### src/rtl/ifu_fetch_pkg.sv
// Shared types and constants for the instruction-fetch stage.
// State encodings, fetch-entry layout and the PC alignment helper.
package ifu_fetch_pkg;

   localparam int unsigned XLEN    = 32;
   localparam int unsigned INSTR_W = 32;

   localparam logic [XLEN-1:0]    PC_INCR   = 32'd4;
   localparam logic [INSTR_W-1:0] NOP_INSTR = 32'h0000_0013;

   typedef enum logic [1:0] {
      IFU_RUN   = 2'd0,
      IFU_FLUSH = 2'd1,
      IFU_HALT  = 2'd2
   } ifu_state_e;

   typedef struct packed {
      logic [XLEN-1:0]    pc;
      logic [INSTR_W-1:0] instr;
   } fetch_entry_t;

   function automatic logic [XLEN-1:0] align_pc(input logic [XLEN-1:0] pc);
      return {pc[XLEN-1:2], 2'b00};
   endfunction

endpackage

### src/rtl/ifu_fifo.sv
// Synchronous instruction buffer holding {pc, instr} entries.
// Clear wins over push/pop; DEPTH must be a power of two so pointers wrap naturally.
module ifu_fifo
   import ifu_fetch_pkg::*;
#(
   parameter int unsigned DEPTH = 2
) (
   input  logic                           clk,
   input  logic                           rst,
   input  logic                           clear,
   input  logic                           push,
   input  fetch_entry_t                   wdata,
   input  logic                           pop,
   output fetch_entry_t                   rdata,
   output logic [$clog2(DEPTH + 1)-1:0]   count,
   output logic                           empty,
   output logic                           full
);

   localparam int unsigned PW = (DEPTH > 1) ? $clog2(DEPTH) : 1;
   localparam int unsigned CW = $clog2(DEPTH + 1);

   fetch_entry_t  mem_q [DEPTH];
   logic [PW-1:0] rd_ptr_q;
   logic [PW-1:0] wr_ptr_q;
   logic [CW-1:0] count_q;
   logic          do_push;
   logic          do_pop;

   assign empty   = (count_q == '0);
   assign full    = (count_q == CW'(DEPTH));
   assign count   = count_q;
   assign do_pop  = pop && !empty;
   // A full buffer can still accept a push when the head leaves in the same cycle.
   assign do_push = push && (!full || do_pop);
   assign rdata   = mem_q[rd_ptr_q];

   always_ff @(posedge clk) begin
      if (rst || clear) begin
         rd_ptr_q <= '0;
         wr_ptr_q <= '0;
         count_q  <= '0;
      end else begin
         if (do_push) wr_ptr_q <= wr_ptr_q + PW'(1);
         if (do_pop)  rd_ptr_q <= rd_ptr_q + PW'(1);
         if (do_push && !do_pop) begin
            count_q <= count_q + CW'(1);
         end else if (!do_push && do_pop) begin
            count_q <= count_q - CW'(1);
         end
      end
   end

   always_ff @(posedge clk) begin
      if (do_push && !clear && !rst) begin
         mem_q[wr_ptr_q] <= wdata;
      end
   end

   assert property (@(posedge clk) disable iff (rst) !(push && full && !pop))
      else $error("ifu_fifo: push into full buffer");

endmodule

### src/rtl/ifu_fetch.sv
// Instruction-fetch stage: owns the PC, issues credit-limited requests, buffers responses.
// Optional misaligned-redirect trap with HALT state is enabled by IFU_MISALIGN_TRAP_EN.
module ifu_fetch
   import ifu_fetch_pkg::*;
#(
   parameter logic [XLEN-1:0] RESET_PC   = 32'h0000_0000,
   parameter int unsigned     FIFO_DEPTH = 2
) (
   input  logic               clk,
   input  logic               rst,
   output logic               imem_req,
   output logic [XLEN-1:0]    imem_addr,
   input  logic               imem_gnt,
   input  logic               imem_rvalid,
   input  logic [INSTR_W-1:0] imem_rdata,
   input  logic               redirect_valid,
   input  logic [XLEN-1:0]    redirect_pc,
   output logic               id_valid,
   output logic [INSTR_W-1:0] id_instr,
   output logic [XLEN-1:0]    id_pc,
   input  logic               id_ready
`ifdef IFU_MISALIGN_TRAP_EN
   ,
   output logic               id_misalign
`endif
);

   localparam int unsigned CW = $clog2(FIFO_DEPTH + 1);
   localparam int unsigned SW = CW + 1;
   localparam logic [SW-1:0] CREDITS = SW'(FIFO_DEPTH);

   ifu_state_e      state_q;
   logic [XLEN-1:0] pc_q;
   logic [XLEN-1:0] resp_pc_q;
   logic [CW-1:0]   outst_q;
   logic [CW-1:0]   outst_d;
   logic [CW-1:0]   fifo_count;
   logic [SW-1:0]   credit_used;
   logic            fifo_empty;
   logic            fifo_full;
   logic            grant;
   logic            rsp;
   logic            push;
   logic            pop;
   logic [XLEN-1:0] redirect_tgt;
   fetch_entry_t    push_entry;
   fetch_entry_t    head_entry;

`ifdef IFU_MISALIGN_TRAP_EN
   logic halt_pend_q;
   logic misalign;
   assign misalign    = (redirect_pc[1:0] != 2'b00);
   assign id_misalign = (state_q == IFU_HALT);
`endif

   assign redirect_tgt = align_pc(redirect_pc);
   assign credit_used  = SW'(outst_q) + SW'(fifo_count);

   // Buffered plus in-flight words never exceed the buffer, so a response always has room.
   assign imem_req  = !rst && (state_q == IFU_RUN) && !redirect_valid && (credit_used < CREDITS);
   assign imem_addr = pc_q;
   assign grant     = imem_req && imem_gnt;
   assign rsp       = imem_rvalid && (outst_q != '0);
   assign push      = rsp && (state_q == IFU_RUN) && !redirect_valid;
   assign pop       = id_valid && id_ready && !redirect_valid;

   assign push_entry = '{pc: resp_pc_q, instr: imem_rdata};
   assign id_valid   = !rst && !fifo_empty;
   assign id_pc      = head_entry.pc;
   assign id_instr   = head_entry.instr;

   always_comb begin
      outst_d = outst_q;
      if (grant && !rsp) begin
         outst_d = outst_q + CW'(1);
      end else if (!grant && rsp) begin
         outst_d = outst_q - CW'(1);
      end
   end

   always_ff @(posedge clk) begin
      if (rst) begin
         state_q   <= IFU_RUN;
         pc_q      <= RESET_PC;
         resp_pc_q <= RESET_PC;
         outst_q   <= '0;
`ifdef IFU_MISALIGN_TRAP_EN
         halt_pend_q <= 1'b0;
`endif
      end else begin
         outst_q <= outst_d;
         if (redirect_valid) begin
            pc_q      <= redirect_tgt;
            resp_pc_q <= redirect_tgt;
`ifdef IFU_MISALIGN_TRAP_EN
            halt_pend_q <= misalign;
            if (outst_d != '0) begin
               state_q <= IFU_FLUSH;
            end else if (misalign) begin
               state_q <= IFU_HALT;
            end else begin
               state_q <= IFU_RUN;
            end
`else
            state_q <= (outst_d != '0) ? IFU_FLUSH : IFU_RUN;
`endif
         end else begin
            if (grant) pc_q <= pc_q + PC_INCR;
            if (push)  resp_pc_q <= resp_pc_q + PC_INCR;
            // Leave FLUSH in the same cycle the last stale response is dropped.
            if (state_q == IFU_FLUSH && outst_d == '0) begin
`ifdef IFU_MISALIGN_TRAP_EN
               state_q <= halt_pend_q ? IFU_HALT : IFU_RUN;
`else
               state_q <= IFU_RUN;
`endif
            end
         end
      end
   end

   ifu_fifo #(
      .DEPTH (FIFO_DEPTH)
   ) u_fifo (
      .clk   (clk),
      .rst   (rst),
      .clear (redirect_valid),
      .push  (push),
      .wdata (push_entry),
      .pop   (pop),
      .rdata (head_entry),
      .count (fifo_count),
      .empty (fifo_empty),
      .full  (fifo_full)
   );

   assert property (@(posedge clk) disable iff (rst) credit_used <= CREDITS)
      else $error("ifu_fetch: credit overrun");

   assert property (@(posedge clk) disable iff (rst) !(push && fifo_full && !pop))
      else $error("ifu_fetch: response pushed into full buffer");

endmodule
### config.mk
export PLATFORM = sky130hd
export DESIGN_NAME = ifu_fetch
export DESIGN_NICKNAME = d
export VERILOG_FILES = /design/src/rtl/ifu_fetch_pkg.sv /design/src/rtl/ifu_fifo.sv /design/src/rtl/ifu_fetch.sv
export SDC_FILE = /design/constraint.sdc
export NUM_CORES = 1
export LEC_CHECK = 0
export ABC_AREA = 1
export BUFFER_PORTS_ARGS = -buffer_cell sky130_fd_sc_hd__buf_2
export CAP_MARGIN = 10
export CORE_ASPECT_RATIO = 0.6
export CORE_MARGIN = 3
export CORE_UTILIZATION = 43
export DETAILED_ROUTE_END_ITERATION = 7
export HOLD_SLACK_MARGIN = 0.06
export PLACE_DENSITY_LB_ADDON = 0.3
export SYNTH_ARGS = -nofsm -noshare
export SYNTH_HDL_FRONTEND = slang
export SYNTH_SLANG_ARGS = --single-unit
### constraint.sdc
create_clock -name clk -period 5 [get_ports clk]
set_input_delay 1 -clock clk [delete_from_list [all_inputs] [get_ports clk]]
set_output_delay 1 -clock clk [all_outputs]
set_load 0.01 [all_outputs]
==> metrics.md, run 1 <==
| Metric | Value |
|---|---|
| Critical Path AT | `2.27 ns` |
| Post-route antenna net violation count | `0` |
| Total negative setup slack | `0 ns` |
| Drt drc | `0` |
| Power Total | `3.714 mW` |
| Crit path setup slack, layout | `1.729 ns` |
| Number of enable-type register cells in the synthesized netlist | `124` |
| Pin count of the biggest net entering global routing | `63` |
| Register area share after synthesis | `0.5620` |
| Endpoint type of the worst setup path | `output port` |
| Max incr delay on CP | `0.94 ns` |
| Number of vias in the routed layout | `7165` |
| Post-layout net count | `1177` |
| TritonCTS clock tree | `done` |
| Beginning of the worst hold path | `u_fifo.rd_ptr_q$_SDFFE_PP0P_` |
| Count of hold buffers inserted by post-cts repair | `0` |
| Total number of yosys warnings | `0` |
| CP Data Required Time | `4.00 ns` |
| Global-route total usage across every layer | `0.2094` |
| Hold-critical path depth | `2` |
| Final critical path time including I/O delays and setup | `3.271 ns` |
| Capture point of the worst reg-to-reg path | `u_fifo.mem_q[0][12]$_DFFE_PP_` |
| VDD IR max | `0.0002289 V` |
| Max clock buf depth | `2` |
| Run status | `completed` |
| Number of resized instances in the post-cts repair step | `0` |
| Static power due to leakage | `4.240 nW` |
| Worst slew margin relative to its limit | `0.3794` |
| Flops & latches, synth | `192` |
| CTS H-Tree Depth | `4` |
| Total placed instance area | `0.01014 mm2` |
| Site row count | `40` |
| Critical path class | `reg2out` |
| Final Hold Violating Endpoints | `0` |
| Worst path buffer plus inverter count | `2` |
| Max Clock Freq | `305.7 MHz` |
| Most common flop cell mapped by yosys | `sky130_fd_sc_hd__edfxtp_1` |
| P per Cell Area | `345.8 mW/mm2` |
| Flop2flop setup slack | `1.98 ns` |
| Antenna diode instance count | `0` |
| Die Span Y | `118.4 um` |
| Hold Path Class | `reg2reg` |
| Design Area, Final | `0.01074 mm2` |
| Source of the worst register-to-register timing path | `outst_q[0]$_SDFF_PP0_` |
| CORE AREA | `0.02032 mm2` |
| I/O pin total | `168` |
| Share of final-layout standard cells stronger than drive strength 1 | `0.2726` |
| Hold worst-path end | `u_fifo.rd_ptr_q$_SDFFE_PP0P_` |
| Die X | `193.3 um` |
| Violation count after the first detailed-routing iteration | `660` |
| Setup crit start kind | `register` |
| Global route total overflow | `0` |
| Clock latency on the worst-skew pair | `0.43 ns` |
| Max-cap violation count | `0` |
| Detailed-route vias per instance | `5.162` |
| Port buffer count | `161` |
| First-pass GRT wire length | `37.12 mm` |
| Clock edge transition at the registers on the reported setup and hold paths | `0.07 ns` |
| Highest net fanout along the worst path | `39` |
| Netlist cell types | `47` |
| Iteration count of the initial detailed-routing pass | `5` |
| Worst Tran Pin Value | `0.9309 ns` |
| Postcts setup bufs | `0` |
| RSZ-0062 raised after global routing | `no` |
| RePlAce Congestion | `0.9404` |
| Aggregate routed wire length | `24.55 mm` |
| Mean instance size in the synthesized netlist | `9.594 um2` |
| Initial standard-cell utilization of the core | `0.4453` |
| Post-place setup slack | `1.560 ns` |
| Share of flip-flops with an asynchronous set or reset after synthesis | `0` |
| Final setup skew | `0.01135 ns` |
| Cell-by-cell trace of the critical path | `buf_4, mux2_2, buf_2` |
| Average wire per cell in the routed design | `17.69 um` |
| Initial antenna violation count | `0` |
| End-of-flow core utilization | `0.5286` |
| Synth Instances | `943` |
| Clock tree sinks | `192` |
| Worst path top cell family by delay | `flip-flops` |
| Critical-path top delay cell | `sky130_fd_sc_hd__dfxtp_2` |
| Area of the mapped netlist | `0.009047 mm2` |
| Total clock buffers created by CTS | `17` |
| Half-perimeter wire length after placement | `18.02 mm` |
| FF-to-FF path depth | `10` |
| Vias in the first global route | `6474` |
| Max-slew violations | `0` |
| Count of endpoints failing setup in the final report | `0` |
| Share of the clock period used by the worst path | `0.6543` |
| Die Area | `0.02287 mm2` |
| Area added between synthesis and finish | `18.71%` |
| Clock root buffer | `sky130_fd_sc_hd__clkbuf_16` |
power breakdown:
part	internal (mW)	total (mW)	switching (mW)
Clock	0.808	1.40	0.595
Combinational	0.159	0.454	0.295
Sequential	1.77	1.86	0.0834
Total	2.74	3.71	0.974
placed cells by master (no fill, tap or decap), types with 5 or more instances in the layout:
| cell | instances |
|---|---|
| sky130_fd_sc_hd__nand2_1 | 228 |
| sky130_fd_sc_hd__buf_2 | 161 |
| sky130_fd_sc_hd__edfxtp_1 | 124 |
| sky130_fd_sc_hd__inv_1 | 84 |
| sky130_fd_sc_hd__nor2_1 | 84 |
| sky130_fd_sc_hd__dfxtp_1 | 67 |
| sky130_fd_sc_hd__mux2_2 | 62 |
| sky130_fd_sc_hd__a21oi_1 | 53 |
| sky130_fd_sc_hd__nand3_1 | 44 |
| sky130_fd_sc_hd__o21ai_0 | 27 |
| sky130_fd_sc_hd__o21ai_1 | 23 |
| sky130_fd_sc_hd__nor3_1 | 18 |
| sky130_fd_sc_hd__clkbuf_16 | 17 |
| sky130_fd_sc_hd__a31oi_1 | 16 |
| sky130_fd_sc_hd__xor2_1 | 16 |
| sky130_fd_sc_hd__nor2_2 | 11 |
| sky130_fd_sc_hd__inv_2 | 9 |
| sky130_fd_sc_hd__nor3_2 | 5 |
stage by stage:
stage	hold WS, ns	cells
after floorplan	0.4478	946
after detailed placement	0.4684	1356
final	0.4869	1388
after global placement	0.4663	1356
after global routing	0.5226	1388
after CTS	0.4855	1388
flip-flops by register name (all words and copies together), names as in the netlist, named ones only:
| signal | flops |
|---|---|
| imem_addr | 30 |
| outst_q | 2 |
| resp_pc_q | 30 |
| state_q | 1 |
| u_fifo.count | 2 |
| u_fifo.mem_q | 124 |
| u_fifo.rd_ptr_q | 1 |
| u_fifo.wr_ptr_q | 1 |
Yosys cell counts, types with 2 or more instances:
master / instances / area (um2)
sky130_fd_sc_hd__a21oi_1: 53 / 265.3
sky130_fd_sc_hd__a31oi_1: 16 / 100.1
sky130_fd_sc_hd__buf_2: 14 / 70.07
sky130_fd_sc_hd__buf_4: 4 / 30.03
sky130_fd_sc_hd__clkbuf_1: 10 / 37.54
sky130_fd_sc_hd__dfxtp_1: 68 / 1361
sky130_fd_sc_hd__edfxtp_1: 124 / 3724
sky130_fd_sc_hd__ha_1: 4 / 50.05
sky130_fd_sc_hd__inv_1: 84 / 315.3
sky130_fd_sc_hd__inv_2: 9 / 33.78
sky130_fd_sc_hd__mux2_2: 62 / 698.2
sky130_fd_sc_hd__nand2_1: 228 / 855.8
sky130_fd_sc_hd__nand2_2: 4 / 25.02
sky130_fd_sc_hd__nand2_4: 2 / 22.52
sky130_fd_sc_hd__nand3_1: 44 / 220.2
sky130_fd_sc_hd__nand4_1: 4 / 25.02
sky130_fd_sc_hd__nor2_1: 86 / 322.8
sky130_fd_sc_hd__nor2_2: 11 / 68.82
sky130_fd_sc_hd__nor2_8: 2 / 40.04
sky130_fd_sc_hd__nor3_1: 18 / 90.09
sky130_fd_sc_hd__nor3_2: 5 / 50.05
sky130_fd_sc_hd__o21ai_0: 27 / 135.1
sky130_fd_sc_hd__o21ai_1: 23 / 115.1
sky130_fd_sc_hd__or2_2: 2 / 12.51
sky130_fd_sc_hd__xnor2_1: 2 / 17.52
sky130_fd_sc_hd__xor2_1: 16 / 140.1
area by class of cell:
class,count,area [um2]
Clock inverter,11,153.9
Multi-Input combinational cell,630,3482
Sequential cell,192,5086
Fill cell,1877,9579
Tap cell,273,341.6
Inverter,95,357.8
Clock buffer,21,450.4
Timing Repair Buffer,166,868.3
how the worst max path moves through the flow:
stage / to / from / depth (start not counted)
after CTS: id_instr[17] / register / 3
after global routing: id_instr[17] / register / 3
after floorplan: u_fifo.mem_q[1][0]$_DFFE_PP_ / imem_rvalid / 8
after detailed placement: u_fifo.mem_q[0][11]$_DFFE_PP_ / imem_rvalid / 10
after global placement: u_fifo.mem_q[1][11]$_DFFE_PP_ / imem_rvalid / 10
final: id_instr[17] / register / 3
worst register-to-register path: cells and delay by family (launching register included):
kind,cells,cell delay (ns)
adder cells (fa/ha/maj),1,0.20
AO/OA/AOI/OAI,1,0.23
AND/OR/NAND/NOR,5,1.21
buffers and inverters,3,0.61
flip-flops,1,0.36
cells by family after synthesis:
kind of cell             share of synthesized area
AND/OR/NAND/NOR                             0.2023
multiplexers                               0.07717
adder cells (fa/ha/maj)                   0.007745
AO/OA/AOI/OAI                              0.07689
buffers and inverters                      0.05601
flip-flops                                  0.5620
other                                    0.0004145
XOR/XNOR                                   0.01742
layer usage:
metal | share of wire | global-route usage | routed length, um | up-vias
met5 | 0 | 0 | 0 | -
met4 | 0.0092 | 0.04063 | 225 | 0
met3 | 0.10 | 0.06610 | 2533 | 21
met2 | 0.39 | 0.2707 | 9461 | 297
met1 | 0.50 | 0.3366 | 12330 | 3350
li1 | - | - | - | 3497
Note: power is estimated with default switching activity, not from simulation.
==> run 2: changes to the inputs <==
==> constraint.sdc (replaced) <==
create_clock -name clk -period 3 [get_ports clk]
set_input_delay 0.6 -clock clk [delete_from_list [all_inputs] [get_ports clk]]
set_output_delay 0.6 -clock clk [all_outputs]
set_load 0.01 [all_outputs]
==> run 2 against run 1 <==
Die area is the same. Sequential power grew 66%. Global-route usage is essentially flat. Via count grew 0.88%. Total power grew 65%. Clock-buffer cell count shrank 1. First-iteration DRC count grew 1.8%. Critical path depth is the same. Highest routed layer unchanged.
==> metrics.md, run 2 (same netlist as run 1, synthesis figures left out) <==
| Metric | Value |
|---|---|
| Initial antenna violation count | `0 (unchanged)` |
| Post-route antenna net violation count | `0 (unchanged)` |
| Global route total overflow | `0 (unchanged)` |
| Clock edge transition at the registers on the reported setup and hold paths | `0.07 ns (about the same)` |
| Postcts setup bufs | `0 (unchanged)` |
| Endpoint type of the worst setup path | `output port` |
| Site row count | `40 (unchanged)` |
| Max clock buf depth | `2 (unchanged)` |
| Count of endpoints failing setup in the final report | `0 (unchanged)` |
| Met2 Resource Use GR | `0.2663 (-0.004409)` |
| Area added between synthesis and finish | `19.31%` |
| Max-cap violation count | `0 (unchanged)` |
| CORE AREA | `0.02032 mm2 (unchanged)` |
| Port buffer count | `161 (unchanged)` |
| VDD IR max | `0.0004335 V (+89%)` |
| I/O pin total | `168 (unchanged)` |
| RSZ-0062 raised after global routing | `no` |
| Clock root buffer | `sky130_fd_sc_hd__clkbuf_16` |
| Max-slew violations | `0 (unchanged)` |
| Critical-path top delay cell | `sky130_fd_sc_hd__dfxtp_2` |
| Cell-by-cell trace of the critical path | `buf_4, mux2_2, buf_2` |
| CTS H-Tree Depth | `4 (unchanged)` |
| Critical Path AT | `1.82 ns (-0.45 ns)` |
| End-of-flow core utilization | `0.5312 (+0.002648)` |
| Number of vias in the routed layout | `7228 (+0.88%)` |
| Beginning of the worst hold path | `imem_rdata[18]` |
| Hold Path Class | `in2reg` |
| Design Area, Final | `0.01079 mm2 (+0.50%)` |
| First-pass GRT wire length | `37.08 mm (-0.11%)` |
| Worst slew margin relative to its limit | `0.5728 (+0.1934)` |
| Detailed-route vias per instance | `5.170 (+0.16%)` |
| Flop2flop setup slack | `0.64 ns (-1.34 ns)` |
| Met3 routing resource usage after global routing | `0.05926 (-0.006838)` |
| CP Data Required Time | `2.40 ns (-1.60 ns)` |
| M1 GR Usage | `0.3387 (+0.002177)` |
| Iteration count of the initial detailed-routing pass | `5 (unchanged)` |
| RePlAce Congestion | `0.9317 (-0.93%)` |
| Die Area | `0.02287 mm2 (unchanged)` |
| Hold worst-path end | `u_fifo.mem_q[0][18]$_DFFE_PP_` |
| Capture point of the worst reg-to-reg path | `u_fifo.mem_q[1][26]$_DFFE_PP_` |
| P per Cell Area | `566.4 mW/mm2 (+64%)` |
| Post-layout net count | `1187 (+0.85%)` |
| Number of resized instances in the post-cts repair step | `0 (unchanged)` |
| Most Crowded Layer GR | `met1` |
| Die X | `193.3 um (unchanged)` |
| Clock tree sinks | `192 (unchanged)` |
| Count of hold buffers inserted by post-cts repair | `0 (unchanged)` |
| Most common cell after layout, fill and taps aside | `sky130_fd_sc_hd__nand2_1` |
| Half-perimeter wire length after placement | `18.05 mm (+0.17%)` |
| TritonCTS clock tree | `done` |
| FF-to-FF path depth | `10 (unchanged)` |
| Worst Tran Pin Value | `0.6359 ns (-0.2950 ns)` |
| Source of the worst register-to-register timing path | `outst_q[0]$_SDFF_PP0_` |
| Share of the clock period used by the worst path | `0.8064` |
| Vias in the first global route | `6523 (+0.76%)` |
| Hold Slack | `0.3496 ns (-0.1373 ns)` |
| Die Span Y | `118.4 um (unchanged)` |
| Run status | `completed` |
| Post-place setup slack | `0.5860 ns (-0.9739 ns)` |
| Static power due to leakage | `4.279 nW (+0.93%)` |
| Crit path setup slack, layout | `0.5809 ns (-1.148 ns)` |
| Initial standard-cell utilization of the core | `0.4453 (unchanged)` |
| Critical path class | `reg2out` |
| Max incr delay on CP | `0.49 ns (-0.45 ns)` |
| Drt drc | `0 (unchanged)` |
| Violation count after the first detailed-routing iteration | `672 (+1.8%)` |
| Total placed instance area | `0.01022 mm2 (+0.86%)` |
| Highest net fanout along the worst path | `20 (-49%)` |
| Total clock buffers created by CTS | `17 (unchanged)` |
| Antenna diode instance count | `0 (unchanged)` |
| Most used cells in the layout excluding fill and tap cells | `sky130_fd_sc_hd__nand2_1 (228), sky130_fd_sc_hd__buf_2 (161), sky130_fd_sc_hd__edfxtp_1 (124)` |
| Hold-critical path depth | `1 (-1)` |
| Setup crit start kind | `register` |
| Register with the most flip-flops | `u_fifo.mem_q` |
| Total negative setup slack | `0 ns (unchanged)` |
| Pin count of the biggest net entering global routing | `63 (unchanged)` |
| Max Clock Freq | `413.4 MHz` |
| Flip-flop count of the largest register after layout | `124 (unchanged)` |
| Final critical path time including I/O delays and setup | `2.419 ns` |
| Average wire per cell in the routed design | `17.43 um (-1.4%)` |
| Share of final-layout standard cells stronger than drive strength 1 | `0.2782 (+0.005576)` |
| Aggregate routed wire length | `24.37 mm (-0.73%)` |
| Global-route total usage across every layer | `0.2097 (+0.0002610)` |
| Clock latency on the worst-skew pair | `0.45 ns (+0.02 ns)` |
| Final setup skew | `0.01265 ns (+0.001301 ns)` |
| Final Hold Violating Endpoints | `0 (unchanged)` |
==> run 2: cell count changes in the layout (fill, tap and decap cells not counted), sizes merged <==
cell / before / now
clkinv: 4 / 8
clkinvlp: 2 / 1
clkbuf: 21 / 20
bufinv: 3 / 2
inv: 97 / 96
buf: 166 / 176
==> run 2: metrics by stage <==
stage	instances	total power [mW]
4_1_cts	1398	6.155
6_report	1398	6.114
3_5_place_dp	1366	3.922
2_1_floorplan	946	3.607
5_1_grt	1398	6.380
3_3_place_gp	1366	3.906
==> run 2: routing by layer <==
layer,part of all wire,vias to the layer above
met1,0.50,3388
met2,0.39,310
met5,0,-
met4,0.012,0
met3,0.10,19
li1,-,3511
==> run 2: final cells by class <==
type | count | area, um2
fill | 1879 | 9525
sequential | 192 | 5086
multi-input combinational | 630 | 3482
timing repair buffer | 176 | 955.9
clock buffer | 20 | 436.7
inverter | 95 | 357.8
tap | 273 | 341.6
clock inverter | 12 | 133.9
==> run 2: how the worst max path moves through the flow <==
stage,startpoint,to
floorplan,imem_rvalid,u_fifo.mem_q[1][0]$_DFFE_PP_
global placement,imem_rvalid,u_fifo.mem_q[1][28]$_DFFE_PP_
detailed placement,imem_rvalid,u_fifo.mem_q[1][23]$_DFFE_PP_
CTS,register,id_instr[25]
global route,outst_q[0]$_SDFF_PP0_,u_fifo.mem_q[1][25]$_DFFE_PP_
finish,register,id_instr[25]
==> run 2: worst max-delay path: cells and delay by family, from the launching register on <==
family	cells	cell delay [ns]
buffers and inverters	2	0.48
DFF	1	0.49
muxes	1	0.39
==> run 2: power breakdown <==
group | leakage, nW | switching (mW) | internal (mW) | total (mW)
Clock | 0.277 | 1.00 | 1.23 | 2.24
Combinational | 2.31 | 0.503 | 0.284 | 0.787
Sequential | 1.69 | 0.133 | 2.96 | 3.09
Total | 4.28 | 1.64 | 4.47 | 6.11
